## config.mk

```make
export PLATFORM = sky130hd
export DESIGN_NAME = pcm_fifo_param
export DESIGN_NICKNAME = d
export VERILOG_FILES = /design/src/rtl/pcm_fifo_param.sv
export SDC_FILE = /design/constraint.sdc
export NUM_CORES = 1
export LEC_CHECK = 0
export ABC_AREA = 1
export CELL_PAD_IN_SITES_DETAIL_PLACEMENT = 1
export CELL_PAD_IN_SITES_GLOBAL_PLACEMENT = 1
export CORE_MARGIN = 3
export CORE_UTILIZATION = 45
export CTS_CLUSTER_SIZE = 28
export DETAILED_ROUTE_END_ITERATION = 10
export HOLD_SLACK_MARGIN = 0.1
export PLACE_DENSITY_LB_ADDON = 0.1
export SLEW_MARGIN = 20
export SYNTH_ARGS = -nofsm -noshare
export SYNTH_HDL_FRONTEND = slang
export SYNTH_SLANG_ARGS = --single-unit
export TNS_END_PERCENT = 1
```

## constraint.sdc

```tcl
create_clock -name i_clock -period 1.7 [get_ports i_clock]
set_input_delay 0.34 -clock i_clock [delete_from_list [all_inputs] [get_ports i_clock]]
set_output_delay 0.34 -clock i_clock [all_outputs]
set_load 0.005 [all_outputs]
```

## src/rtl/pcm_fifo_param.sv

```systemverilog
// Single-clock FIFO with registered read data, level-derived status flags and
// sticky overflow/underflow. Define PCM_FIFO_EDGE_DET_EN to turn wr/rd into edge-triggered requests.
module pcm_fifo_param #(
  parameter int ABITS    = 4,
  parameter int DBITS    = 8,
  parameter int AF_LEVEL = 2**ABITS - 2,
  parameter int AE_LEVEL = 2
) (
  input  logic             i_clock,
  input  logic             i_reset,
  input  logic             i_wr,
  input  logic             i_rd,
  input  logic             i_clr_err,
  input  logic [DBITS-1:0] i_din,
  output logic [DBITS-1:0] o_dout,
  output logic             o_dout_valid,
  output logic             o_empty,
  output logic             o_full,
  output logic             o_almost_empty,
  output logic             o_almost_full,
  output logic [ABITS:0]   o_level,
  output logic             o_overflow,
  output logic             o_underflow,
  output logic             o_ready
);

  localparam int              DEPTH    = 2**ABITS;
  localparam logic [ABITS:0]  LP_DEPTH = (ABITS+1)'(DEPTH);
  localparam logic [ABITS:0]  LP_AF    = (ABITS+1)'(AF_LEVEL);
  localparam logic [ABITS:0]  LP_AE    = (ABITS+1)'(AE_LEVEL);
  localparam logic [ABITS:0]  LP_ONE   = (ABITS+1)'(1);

  logic [DBITS-1:0] r_mem [DEPTH];
  logic [ABITS-1:0] r_wr_ptr;
  logic [ABITS-1:0] r_rd_ptr;

  logic             w_wop;
  logic             w_rop;
  logic             w_wacc;
  logic             w_racc;
  logic             w_ovf_set;
  logic             w_udf_set;
  logic [ABITS:0]   w_level_nxt;

`ifdef PCM_FIFO_EDGE_DET_EN
  logic r_wr_d;
  logic r_rd_d;

  always_ff @(posedge i_clock or posedge i_reset) begin
    if (i_reset) begin
      r_wr_d <= 1'b0;
      r_rd_d <= 1'b0;
    end else begin
      r_wr_d <= i_wr;
      r_rd_d <= i_rd;
    end
  end

  assign w_wop = i_wr & ~r_wr_d;
  assign w_rop = i_rd & ~r_rd_d;
`else
  assign w_wop = i_wr;
  assign w_rop = i_rd;
`endif

  // A write while full is still taken when a read frees the slot in the same edge.
  always_comb begin
    w_racc      = w_rop & ~o_empty;
    w_wacc      = w_wop & (~o_full | w_rop);
    w_ovf_set   = w_wop & o_full & ~w_rop;
    w_udf_set   = w_rop & o_empty;
    w_level_nxt = o_level;
    if (w_wacc && !w_racc) begin
      w_level_nxt = o_level + LP_ONE;
    end else if (!w_wacc && w_racc) begin
      w_level_nxt = o_level - LP_ONE;
    end
  end

  always_ff @(posedge i_clock) begin
    if (w_wacc) begin
      r_mem[r_wr_ptr] <= i_din;
    end
  end

  always_ff @(posedge i_clock or posedge i_reset) begin
    if (i_reset) begin
      r_wr_ptr       <= '0;
      r_rd_ptr       <= '0;
      o_level        <= '0;
      o_empty        <= 1'b1;
      o_almost_empty <= 1'b1;
      o_full         <= 1'b0;
      o_almost_full  <= 1'b0;
      o_overflow     <= 1'b0;
      o_underflow    <= 1'b0;
      o_dout         <= '0;
      o_dout_valid   <= 1'b0;
      o_ready        <= 1'b0;
    end else begin
      o_ready      <= 1'b1;
      o_dout_valid <= w_racc;
      if (w_wacc) begin
        r_wr_ptr <= r_wr_ptr + 1'b1;
      end
      if (w_racc) begin
        r_rd_ptr <= r_rd_ptr + 1'b1;
        o_dout   <= r_mem[r_rd_ptr];
      end
      o_level        <= w_level_nxt;
      o_empty        <= (w_level_nxt == '0);
      o_full         <= (w_level_nxt == LP_DEPTH);
      o_almost_empty <= (w_level_nxt <= LP_AE);
      o_almost_full  <= (w_level_nxt >= LP_AF);
      // A new error in the same cycle takes priority over the clear.
      if (w_ovf_set) begin
        o_overflow <= 1'b1;
      end else if (i_clr_err) begin
        o_overflow <= 1'b0;
      end
      if (w_udf_set) begin
        o_underflow <= 1'b1;
      end else if (i_clr_err) begin
        o_underflow <= 1'b0;
      end
    end
  end

endmodule

```

Word-level counts from Yosys, hierarchy flattened
Memory sizes are Yosys's and may differ from the RTL's. A register that Yosys moved wholly into a read port is not among the register bits.
Cells that the tools add are included.
{ "totals": {"reg_bits": 21, "mem_count": 1, "out_inout_bits": 21, "word_cells": 42, "input_bits": 13, "mem_bits_rw": 128} }
{ "op_classes": {"muxes": 7, "add_sub_neg": 4, "n_bitwise": 9, "eq_ne": 1, "n_lt_le_gt_ge": 2, "n_reduce_logical": 7} }
{ "memory_table": {"columns": ["memory", "words", "word_bits", "read_ports", "rd_clocked_by_memory_dff", "write_ports", "line_no", "text"], "rows": [
  ["r_mem", 16, 8, 1, 1, 1, "33", "logic [DBITS-1:0] r_mem [DEPTH];"]
]} }
{ "op_table": {"columns": ["cell", "n"], "rows": [
  ["2-to-1 mux 5 bit", 2],
  ["adder 4 x 1 -> 4 bit (second input constant)", 2],
  ["adder 5 x 1 -> 5 bit (second input constant)", 1],
  ["AND 1 bit", 5],
  ["equality test 5 bit (second input constant)", 1],
  ["greater-or-equal comparator 5 x 4 -> 1 bit (second input constant)", 1],
  ["less-or-equal comparator 5 x 2 -> 1 bit (second input constant)", 1],
  ["logical NOT 5 bit", 1],
  ["2-to-1 mux 1 bit", 5],
  ["subtractor 5 x 1 -> 5 bit (second input constant)", 1],
  ["nonzero test 2 bit", 2],
  ["NOT 1 bit", 3],
  ["logical AND 1 bit", 2],
  ["logical NOT 1 bit", 2],
  ["bitwise OR 1 bit", 1]
]} }

Longest topological paths before layout
Gate-level depths: netlist of the first run.
{ "depth": {"ltp_word": 8, "mapped_depth": 11, "ltp_nobuf": 10} }

Worst setup path before layout of the first run
OpenSTA, ideal clock, no wires.
{ "synth_path": {"path_kind": "reg-to-reg", "start": "register o_full", "end": "memory r_mem[11][0] (enable)", "path_slack_ns": 0.126, "synth_period_minus_slack_ns": 1.574, "arrival_time_ns": 1.204, "required_ns": 1.330, "n_path_buf": 0, "stages_incl_launch_ff": 6, "setup_ns": 0.370, "path_cell_list": "dfrtp_1 -> nand2_2 -> nand2_2 -> inv_1 -> nand2_1 -> nor2_1"} }
{ "synth_via": {"elab_chain_cells": 5} }
{ "synth_rtl": {"columns": ["item", "line_no", "text"], "rows": [
  ["from (decl)", "18", "output logic o_full,"],
  ["from (signal assigned)", "112", "o_full <= (w_level_nxt == LP_DEPTH);"],
  ["NOT 1 bit", "69", "w_wacc = w_wop & (~o_full | w_rop);"],
  ["bitwise OR 1 bit", "69", null],
  ["AND 1 bit", "69", null],
  ["2-to-1 mux 1 bit", "81", "if (w_wacc) begin"],
  ["2-to-1 mux 1 bit (implied by the code)", "82", "r_mem[r_wr_ptr] <= i_din;"],
  ["to (decl)", "33", null]
]} }
No other way between the ends.

Worst setup path after layout of the first run
{ "layout_path": {"start": "register o_full", "end": "output port o_full"} }
No word-level cell between the ends.

==> results.sh, run 1 <==
export IMPL_vdd_drop_max_mv=0.9977
export IMPL_final_area_mm2=0.007974
export IMPL_swShare=0.3540
export IMPL_path_clk_slew_ns=0.06
export IMPL_postRouteAntennaNets=0
export IMPL_crit_fanout=2
export IMPL_die_w_um=127.2
export IMPL_final_setup_viol_count=0
export IMPL_clock_latency_ns=0.42
export IMPL_ys_seq_elements=157
export IMPL_ys_seq_area_frac=0.6920
export IMPL_vias_per_cell=5.263
export IMPL_grt_setup_unrepaired="yes"
export IMPL_drive_gt1_frac=0.1577
export IMPL_min_period_ns=1.644
export IMPL_root_buffer="clkbuf_16"
export IMPL_p_per_area_mw_per_mm2=1686
export IMPL_synth_top_family_by_area="simple AND/OR/NAND/NOR gates"
export IMPL_internal_power_mw=8.682
export IMPL_nNetsFinal=680
export IMPL_ioPinCount=34
export IMPL_diodes=0
export IMPL_syn_cell_area_mm2=0.006606
export IMPL_fmax_ghz=0.6083
export IMPL_hp_class="in -> async"
export IMPL_combPwrFrac=0.338
export IMPL_synth_xor_area_share=0.01061
export IMPL_htree_num_levels=4
export IMPL_antenna_found_initial=0
export IMPL_holdWs_ns=0.3012
export IMPL_final_core_util=0.5657
export IMPL_row_count=43
export IMPL_status="completed"
export IMPL_dr_pass1_iters=5
export IMPL_critPathKind="reg -> out"
export IMPL_drt_initial_drc_count=322
export IMPL_overflow=0
export IMPL_finClkSkew_ns=0.01040
export IMPL_yosysWarnings=0
export IMPL_cts_made_buffers=17
export IMPL_route_vias_total=4484
export IMPL_synth_compound_area_frac=0.02462
export IMPL_synth_cell_type_count=32
export IMPL_p_seq_frac=0.384
export IMPL_synthArstFlopShare=0.1847
export IMPL_leakagePower_nw=3.200
export IMPL_grtUsageTotal=0.2204
export IMPL_layoutNonFillerInstCount=852
export IMPL_synth_simple_gate_area_frac=0.2165
export IMPL_cp_top_family="buffers and inverters"
export IMPL_avgRoutedWirePerCell_um=19.70
export IMPL_cts_sinks=157
export IMPL_finalMaxSlewViolations=0
export IMPL_core_area_mm2=0.01410
export IMPL_min_period_over_period=0.9669
export IMPL_fp_dieH_um=127.2
export IMPL_placed_area_mm2=0.007385
export IMPL_synth_edff_count=128
export IMPL_routed_wl_um=16790
export IMPL_avgSynthCellArea_um2=11.27
export IMPL_grt_pass1_wl_um=26390
export IMPL_crit_chain="clkdlybuf4s50_1"
export IMPL_muxShareOfSynthArea=0
export IMPL_syn_nets=606
export IMPL_grt_pass1_vias=4768
export IMPL_maxCapViolations=0
export IMPL_cts_tree="done"
export IMPL_dp_hpwl_um=11610
export IMPL_arrival_ns=1.30
export IMPL_critical_path_max_stage_delay_ns=0.52
export IMPL_start_util=0.4687
export IMPL_power_mw=13.44
export IMPL_gp_congestion=0.8253
export IMPL_power_frac_clock=0.278
export IMPL_route_detailed_drc=0
export IMPL_cp_num_buf_inv=1
export IMPL_critPathCaptureType="output port"
export IMPL_grt_max_degree=67
export IMPL_power_switching_mw=4.758
export IMPL_dp_cells=820
export IMPL_final_setup_worst_slack_ns=0.05619
export IMPL_slowest_stage="clkdlybuf4s50_1"
export IMPL_required_ns=1.36
export IMPL_place_ws_ns=-0.3728
export IMPL_synthAdderAreaFrac=0.01326
export IMPL_hold_viol=0
export IMPL_tns_ns=0
export IMPL_portBuffers=33
export IMPL_dieArea_mm2=0.01617
export IMPL_cp_start_kind="register"
export IMPL_ys_flop_type="edfxtp_1"
export IMPL_area_growth_pct=20.70
export IMPL_postSynthCellCount=586
export IMPL_cts_buffer_depth=2
[timing repair]
item / 4_1_cts / 5_1_grt
gates resized for setup: 11 / 2
setup endpoints to repair: 7 / 33
hold buffers: 0 / 0
setup buffers: 1 / 0
pin swaps: 0 / 0
[synthesized netlist by cell type, types with 2 or more instances]
library cell / n / area (µm²)
nand4_1: 5 / 31.28
dfrtp_1: 27 / 675.7
nand3_1: 88 / 440.4
a21oi_1: 12 / 60.06
nor2_2: 2 / 12.51
buf_6: 3 / 33.78
xor2_1: 6 / 52.55
o211ai_1: 4 / 30.03
o21ai_0: 2 / 10.01
nand2_1: 199 / 747.0
inv_1: 24 / 90.09
edfxtp_1: 128 / 3844
nor2_4: 2 / 22.52
nand2_2: 8 / 50.05
inv_2: 5 / 18.77
buf_2: 12 / 60.06
nand3_2: 3 / 30.03
dfstp_2: 2 / 52.55
nor2_1: 19 / 71.32
nor3_2: 2 / 20.02
xnor2_1: 2 / 17.52
a21boi_0: 4 / 30.03
ha_1: 7 / 87.58
o21ai_1: 4 / 20.02
buf_4: 8 / 60.06
o22ai_1: 2 / 12.51
[power by group through the flow]
stage	Clock [mW]	Combinational [mW]	Sequential, mW
floorplan	0	2.95	5.06
global placement	0	4.43	5.20
detailed placement	0	4.58	5.24
CTS	3.79	4.60	5.16
global route	3.97	5.12	5.23
finish	3.74	4.54	5.16
[logic make-up (layout without fill, tap and decap cells)]
group                      after synthesis  in the layout
and+or+nand+nor                        329            329
DFF                                    157            157
buffers and inverters                   56            142
AOI/OAI and AO/OA                       28             28
xor gates and xnor gates                 8              8
adders and majority gates                7              7
other                                    1              1
[registers in the layout, summed over array words and instances (netlist names)]
signal and count:
o_dout 8, o_level 5, o_empty 1, r_wr_ptr 4
o_full 1, o_overflow 1, o_almost_full 1, o_almost_empty 1
o_underflow 1, r_mem 128, r_rd_ptr 4, o_ready 1
o_dout_valid 1
[worst reg2reg max path, stage by stage (launching register included)]
cell      delay (ns)
dfrtp_2         0.47
inv_4           0.17
buf_12          0.19
nand2_1         0.09
nand3_1         0.08
nand3_1         0.16
o211ai_1        0.19
nand3_1         0.12
nand2_1         0.08
[placed cells by master (no fill, tap or decap), drive strengths merged, types with 3 or more instances in the layout]
cell,netlist,layout
bufinv,0,3
dlygate4sd2,0,7
clkinv,1,7
edfxtp,128,128
a21boi,4,4
ha,7,7
buf,24,47
clkinvlp,0,3
clkbuf,1,19
nor3,3,3
nand2,207,207
clkdlybuf4s50,0,26
o211ai,4,4
xor2,6,6
nor2,23,23
a21oi,12,12
nand3,91,91
nand4,5,5
dfrtp,27,27
o21ai,6,6
inv,30,30
[final timing paths]
kind,startpoint,endpoint,slack [ns],depth (start not counted)
max,o_full,o_full,0.06,1
min,i_reset,o_dout[6],0.30,3
max reg2reg,r_rd_ptr[0],o_dout[0],0.11,8
min reg2reg,o_dout[1],o_dout[1],0.49,2
max in group asynchronous,i_reset,o_almost_empty,1.07,3
min in group i_clock,o_dout[1],o_dout[1],0.49,2
[area by class of cell]
cell class,count,area (µm²)
fill,1521,6122
sequential,157,4578
multi-input combinational,373,1759
timing repair buffer,80,711.9
clock buffer,19,432.9
tap,180,225.2
clock inverter,12,147.6
inverter,31,118.9
[per-layer routing]
metal	track usage	wire, µm
met5	0	0
met4	0.06625	223
met3	0.04055	836
met2	0.3761	8586
met1	0.2894	7140
(Power assumes the default switching activity.)
==> inputs of run 2 (changes only) <==
- CORE_UTILIZATION: 45 -> 48
==> results.sh, run 2 (synthesized netlist as in run 1, its figures left out) <==
export IMPL_status="completed"
export IMPL_layout_commonest_cell="nand2_1"
export IMPL_route_vias_total=4653
export IMPL_crit_path_start="i_rd"
export IMPL_grt_setup_unrepaired="yes"
export IMPL_critical_path_max_stage_delay_ns=0.51
export IMPL_fp_dieH_um=123.3
export IMPL_place_ws_ns=-0.3404
export IMPL_routed_wl_um=17830
export IMPL_antenna_found_initial=0
export IMPL_vias_per_cell=5.474
export IMPL_finalMaxSlewViolations=0
export IMPL_mostFrequentLayoutCells="197 x nand2_1, 128 x edfxtp_1, 88 x nand3_1"
export IMPL_slowest_stage="clkdlybuf4s50_1"
export IMPL_leakagePower_nw=3.294
export IMPL_overflow=0
export IMPL_required_ns=1.83
export IMPL_vdd_drop_max_mv=0.8139
export IMPL_largest_reg_flops=128
export IMPL_grt_util_met3=0.06038
export IMPL_core_area_mm2=0.01335
export IMPL_row_count=42
export IMPL_htree_num_levels=4
export IMPL_busiest_layer="met2"
export IMPL_cpMostUsedCell="nand2_2"
export IMPL_layoutNonFillerInstCount=850
export IMPL_arrival_ns=1.76
export IMPL_min_period_ns=1.634
export IMPL_grtUsageMet1=0.3023
export IMPL_route_detailed_drc=0
export IMPL_dp_cells=817
export IMPL_cts_tree="done"
export IMPL_finClkSkew_ns=0.01251
export IMPL_final_core_util=0.6058
export IMPL_start_util=0.4949
export IMPL_ioPinCount=34
export IMPL_portBuffers=33
export IMPL_nFillCells=1384
export IMPL_hold_viol=0
export IMPL_cp_start_kind="input port"
export IMPL_r2r_cells=10
export IMPL_die_w_um=123.3
export IMPL_drt_initial_drc_count=334
export IMPL_ff2ff_setup_slack_ns=0.11
export IMPL_endpoint="r_mem[9][4]"
export IMPL_final_setup_worst_slack_ns=0.06642
export IMPL_hold_buffers=0
export IMPL_top_register="r_mem"
export IMPL_power_mw=14.04
export IMPL_grt_pass1_vias=5031
export IMPL_dr_pass1_iters=5
export IMPL_p_per_area_mw_per_mm2=1736
export IMPL_root_buffer="clkbuf_16"
export IMPL_cts_sinks=157
export IMPL_crit_fanout=8
export IMPL_critPathKind="in -> reg"
export IMPL_postRouteAntennaNets=0
export IMPL_area_growth_pct=22.41
export IMPL_critPathCaptureType="register"
export IMPL_timing_rr_end="o_dout[4]"
export IMPL_drive_gt1_frac=0.1573
export IMPL_maxCapViolations=0
export IMPL_fmax_ghz=0.6122
export IMPL_hp_class="in -> async"
export IMPL_diodes=0
export IMPL_grt_max_degree=71
export IMPL_dieArea_mm2=0.01521
export IMPL_dp_hpwl_um=11740
export IMPL_nNetsFinal=681
export IMPL_rr_startpoint="r_rd_ptr[0]"
export IMPL_final_setup_viol_count=0
export IMPL_crit_chain="clkdlybuf4s50_1, inv_2, nand2_2, nand2_2, inv_1, nand2_1, nor2_1, buf_4"
export IMPL_met2_usage=0.4288
export IMPL_grtUsageTotal=0.2500
export IMPL_cts_made_buffers=17
export IMPL_path_clk_slew_ns=0.07
export IMPL_avgRoutedWirePerCell_um=20.98
export IMPL_gp_congestion=0.8293
export IMPL_grt_pass1_wl_um=27340
export IMPL_cts_buffer_depth=2
export IMPL_min_period_over_period=0.9609
export IMPL_reg_top3="r_mem (128), o_dout (8), o_level (5)"
export IMPL_clock_latency_ns=0.43
-- run 2: timing repair --
item | in CTS | in global routing
setup buffers | 1 | 0
endpoints found under the hold margin | 0 | 0
resized for setup | 10 | 6
endpoints found under the setup margin | 6 | 13
-- run 2: metrics by stage --
stage                     hold slack, ns  instance area, µm²  setup TNS, ns
after floorplan                   0.4166                6606              0
after global placement            0.4628                7437         -30.68
after detailed placement          0.4722                7437         -37.54
after CTS                         0.3045                8071              0
after global routing              0.3344                8087      -0.005553
final                             0.3055                8087              0
-- run 2: worst min-delay path by stage --
stage,from,to,slack (ns),cells after the start
after detailed placement,o_dout[4],o_dout[4],0.47,2
after global routing,i_reset,o_dout[7],0.33,3
after global placement,o_dout[5],o_dout[5],0.46,2
after floorplan,i_reset,o_almost_full,0.42,1
after CTS,i_reset,o_dout[7],0.30,3
final,i_reset,o_dout[7],0.31,3
-- run 2: cell type report --
class | instances | area (µm²) | area share
sequential | 157 | 4578 | 0.5661
multi-input combinational | 373 | 1759 | 0.2175
timing repair buffer | 81 | 780.7 | 0.09655
clock buffer | 20 | 436.7 | 0.05400
tap | 176 | 220.2 | 0.02723
clock inverter | 12 | 192.7 | 0.02383
inverter | 31 | 118.9 | 0.01470
-- run 2: metal layers --
metal  up-vias  wire [µm]
met1      2331       7480
met3        36        790
li1       2150          -
met4         0        393
met2       136       9165
met5         -          0
-- run 2: where the power goes --
part / switching (mW) / internal, mW / total [mW]
logic: 3.08 / 1.70 / 4.78
registers: 0.401 / 4.76 / 5.17
clock network: 1.50 / 2.59 / 4.09
total: 4.98 / 9.06 / 14.0
-- run 2: worst max-delay path, delay by kind of cell --
family        cells  cell delay (ns)
simple gates      4             0.51
buf+inv           4             0.90
==> inputs of run 3 (changes only) <==
- SKIP_LAST_GASP: unset -> 1
- SLEW_MARGIN: 20 -> unset
==> results.sh, run 3 (synthesized netlist as in run 1, its figures left out) <==
export IMPL_overflow=0
export IMPL_crit_chain="clkdlybuf4s50_1"
export IMPL_grtUsageTotal=0.2500
export IMPL_core_area_mm2=0.01335
export IMPL_nFillCells=1387
export IMPL_dp_hpwl_um=11740
export IMPL_layoutNonFillerInstCount=850
export IMPL_htree_num_levels=4
export IMPL_grt_setup_unrepaired="yes"
export IMPL_fmax_ghz=0.5617
export IMPL_layout_commonest_cell="nand2_1"
export IMPL_fp_dieH_um=123.3
export IMPL_finalMaxSlewViolations=0
export IMPL_die_w_um=123.3
export IMPL_cp_start_kind="register"
export IMPL_swShare=0.3539
export IMPL_gp_congestion=0.8293
export IMPL_cts_made_buffers=17
export IMPL_drive_gt1_frac=0.1513
export IMPL_power_mw=14.07
export IMPL_final_area_mm2=0.008078
export IMPL_dieArea_mm2=0.01521
export IMPL_finClkSkew_ns=0.01365
export IMPL_reg_top3="r_mem (128), o_dout (8), o_level (5)"
export IMPL_route_detailed_drc=0
export IMPL_diodes=0
export IMPL_maxCapViolations=0
export IMPL_grt_pass1_vias=5031
export IMPL_dp_cells=817
export IMPL_hold_viol=0
export IMPL_routed_wl_um=17820
export IMPL_cp_depth=1
export IMPL_critical_path_max_stage_delay_ns=0.54
export IMPL_ioPinCount=34
export IMPL_critPathKind="reg -> out"
export IMPL_final_setup_viol_count=4
export IMPL_cp_num_buf_inv=1
export IMPL_nNetsFinal=681
export IMPL_root_buffer="clkbuf_16"
export IMPL_slowest_stage="clkdlybuf4s50_1"
export IMPL_p_seq_frac=0.367
export IMPL_cp_top_family="buffers and inverters"
export IMPL_min_period_ns=1.780
export IMPL_power_switching_mw=4.977
export IMPL_r2r_cells=10
export IMPL_cts_tree="done"
export IMPL_required_ns=1.36
export IMPL_cts_sinks=157
export IMPL_route_vias_total=4641
export IMPL_postRouteAntennaNets=0
export IMPL_drt_initial_drc_count=356
export IMPL_path_clk_slew_ns=0.07
export IMPL_internal_power_mw=9.088
export IMPL_status="finished with violations"
export IMPL_dr_pass1_iters=5
export IMPL_final_setup_worst_slack_ns=-0.08037
export IMPL_leakagePower_nw=3.251
export IMPL_p_per_area_mw_per_mm2=1741
export IMPL_grt_max_degree=71
export IMPL_largest_reg_flops=128
export IMPL_grt_pass1_wl_um=27340
export IMPL_area_growth_pct=22.27
export IMPL_violations="negative setup slack"
export IMPL_placed_area_mm2=0.007437
export IMPL_final_core_util=0.6052
export IMPL_start_util=0.4949
export IMPL_hold_buffers=0
export IMPL_cts_buffer_depth=2
export IMPL_min_period_over_period=1.047
export IMPL_hp_class="in -> async"
export IMPL_arrival_ns=1.44
export IMPL_crit_fanout=10
export IMPL_row_count=42
export IMPL_antenna_found_initial=0
export IMPL_power_frac_clock=0.292
export IMPL_vias_per_cell=5.460
export IMPL_vdd_drop_max_mv=0.8173
export IMPL_clock_latency_ns=0.43
export IMPL_critPathCaptureType="output port"
export IMPL_avgRoutedWirePerCell_um=20.97
export IMPL_portBuffers=33
export IMPL_top_register="r_mem"
export IMPL_combPwrFrac=0.341
export IMPL_mostFrequentLayoutCells="199 x nand2_1, 128 x edfxtp_1, 88 x nand3_1"
-- run 3: cell types whose count changed in the layout (fill, tap and decap cells not counted) --
cell,previous run,this run
clkdlybuf4s50_1,23,31
dfrtp_1,22,24
dlygate4sd2_1,6,1
nand2_1,197,199
dfrtp_2,5,3
nand2_2,10,8
dlymetal6s2s_1,4,1
-- run 3: repair_timing --
item | in CTS | in global routing
setup buffers | 1 | 0
setup endpoints to repair | 6 | 18
resized for setup | 3 | 1
-- run 3: area by class of cell --
| class | count | area [µm²] | share of cell area |
|---|---|---|---|
| Timing Repair Buffer | 81 | 779.5 | 0.09650 |
| Multi-Input combinational cell | 373 | 1754 | 0.2172 |
| Tap cell | 176 | 220.2 | 0.02726 |
| Sequential cell | 157 | 4576 | 0.5664 |
| Clock inverter | 12 | 192.7 | 0.02385 |
| Clock buffer | 20 | 436.7 | 0.05406 |
| Inverter | 31 | 118.9 | 0.01471 |
-- run 3: per-stage QoR --
| stage | setup slack (ns) | hold slack (ns) | setup TNS, ns |
|---|---|---|---|
| after global routing | -0.1220 | 0.3345 | -0.6149 |
| after detailed placement | -0.3404 | 0.4722 | -37.54 |
| after global placement | -0.2999 | 0.4628 | -30.68 |
| after floorplan | 0.1261 | 0.4166 | 0 |
| after CTS | -0.1057 | 0.3046 | -0.4416 |
| final | -0.08037 | 0.3017 | -0.2419 |
-- run 3: worst paths after layout --
path                                  start              to  slack, ns
min in group i_clock              o_dout[4]       o_dout[4]       0.49
worst min register to register    o_dout[4]       o_dout[4]       0.49
worst max register to register  r_rd_ptr[0]       o_dout[4]       0.10
worst max-delay path             o_level[2]      o_level[2]      -0.08
worst min-delay path                i_reset       o_dout[7]       0.30
max in group asynchronous           i_reset  o_almost_empty       1.07
-- run 3: power by group through the flow --
stage          clock network (mW)  logic, mW  registers [mW]
6_report                     4.11       4.79            5.16
4_1_cts                      4.15       4.83            5.16
3_3_place_gp                    0       4.54            5.20
3_5_place_dp                    0       4.71            5.23
5_1_grt                      4.32       5.31            5.21
2_1_floorplan                   0       2.95            5.06
-- run 3: metal layers --
layer | track usage | wire length [µm]
met3 | 0.06038 | 940
met2 | 0.4288 | 9105
met1 | 0.3023 | 7338
met4 | 0.1045 | 438
met5 | 0 | 0
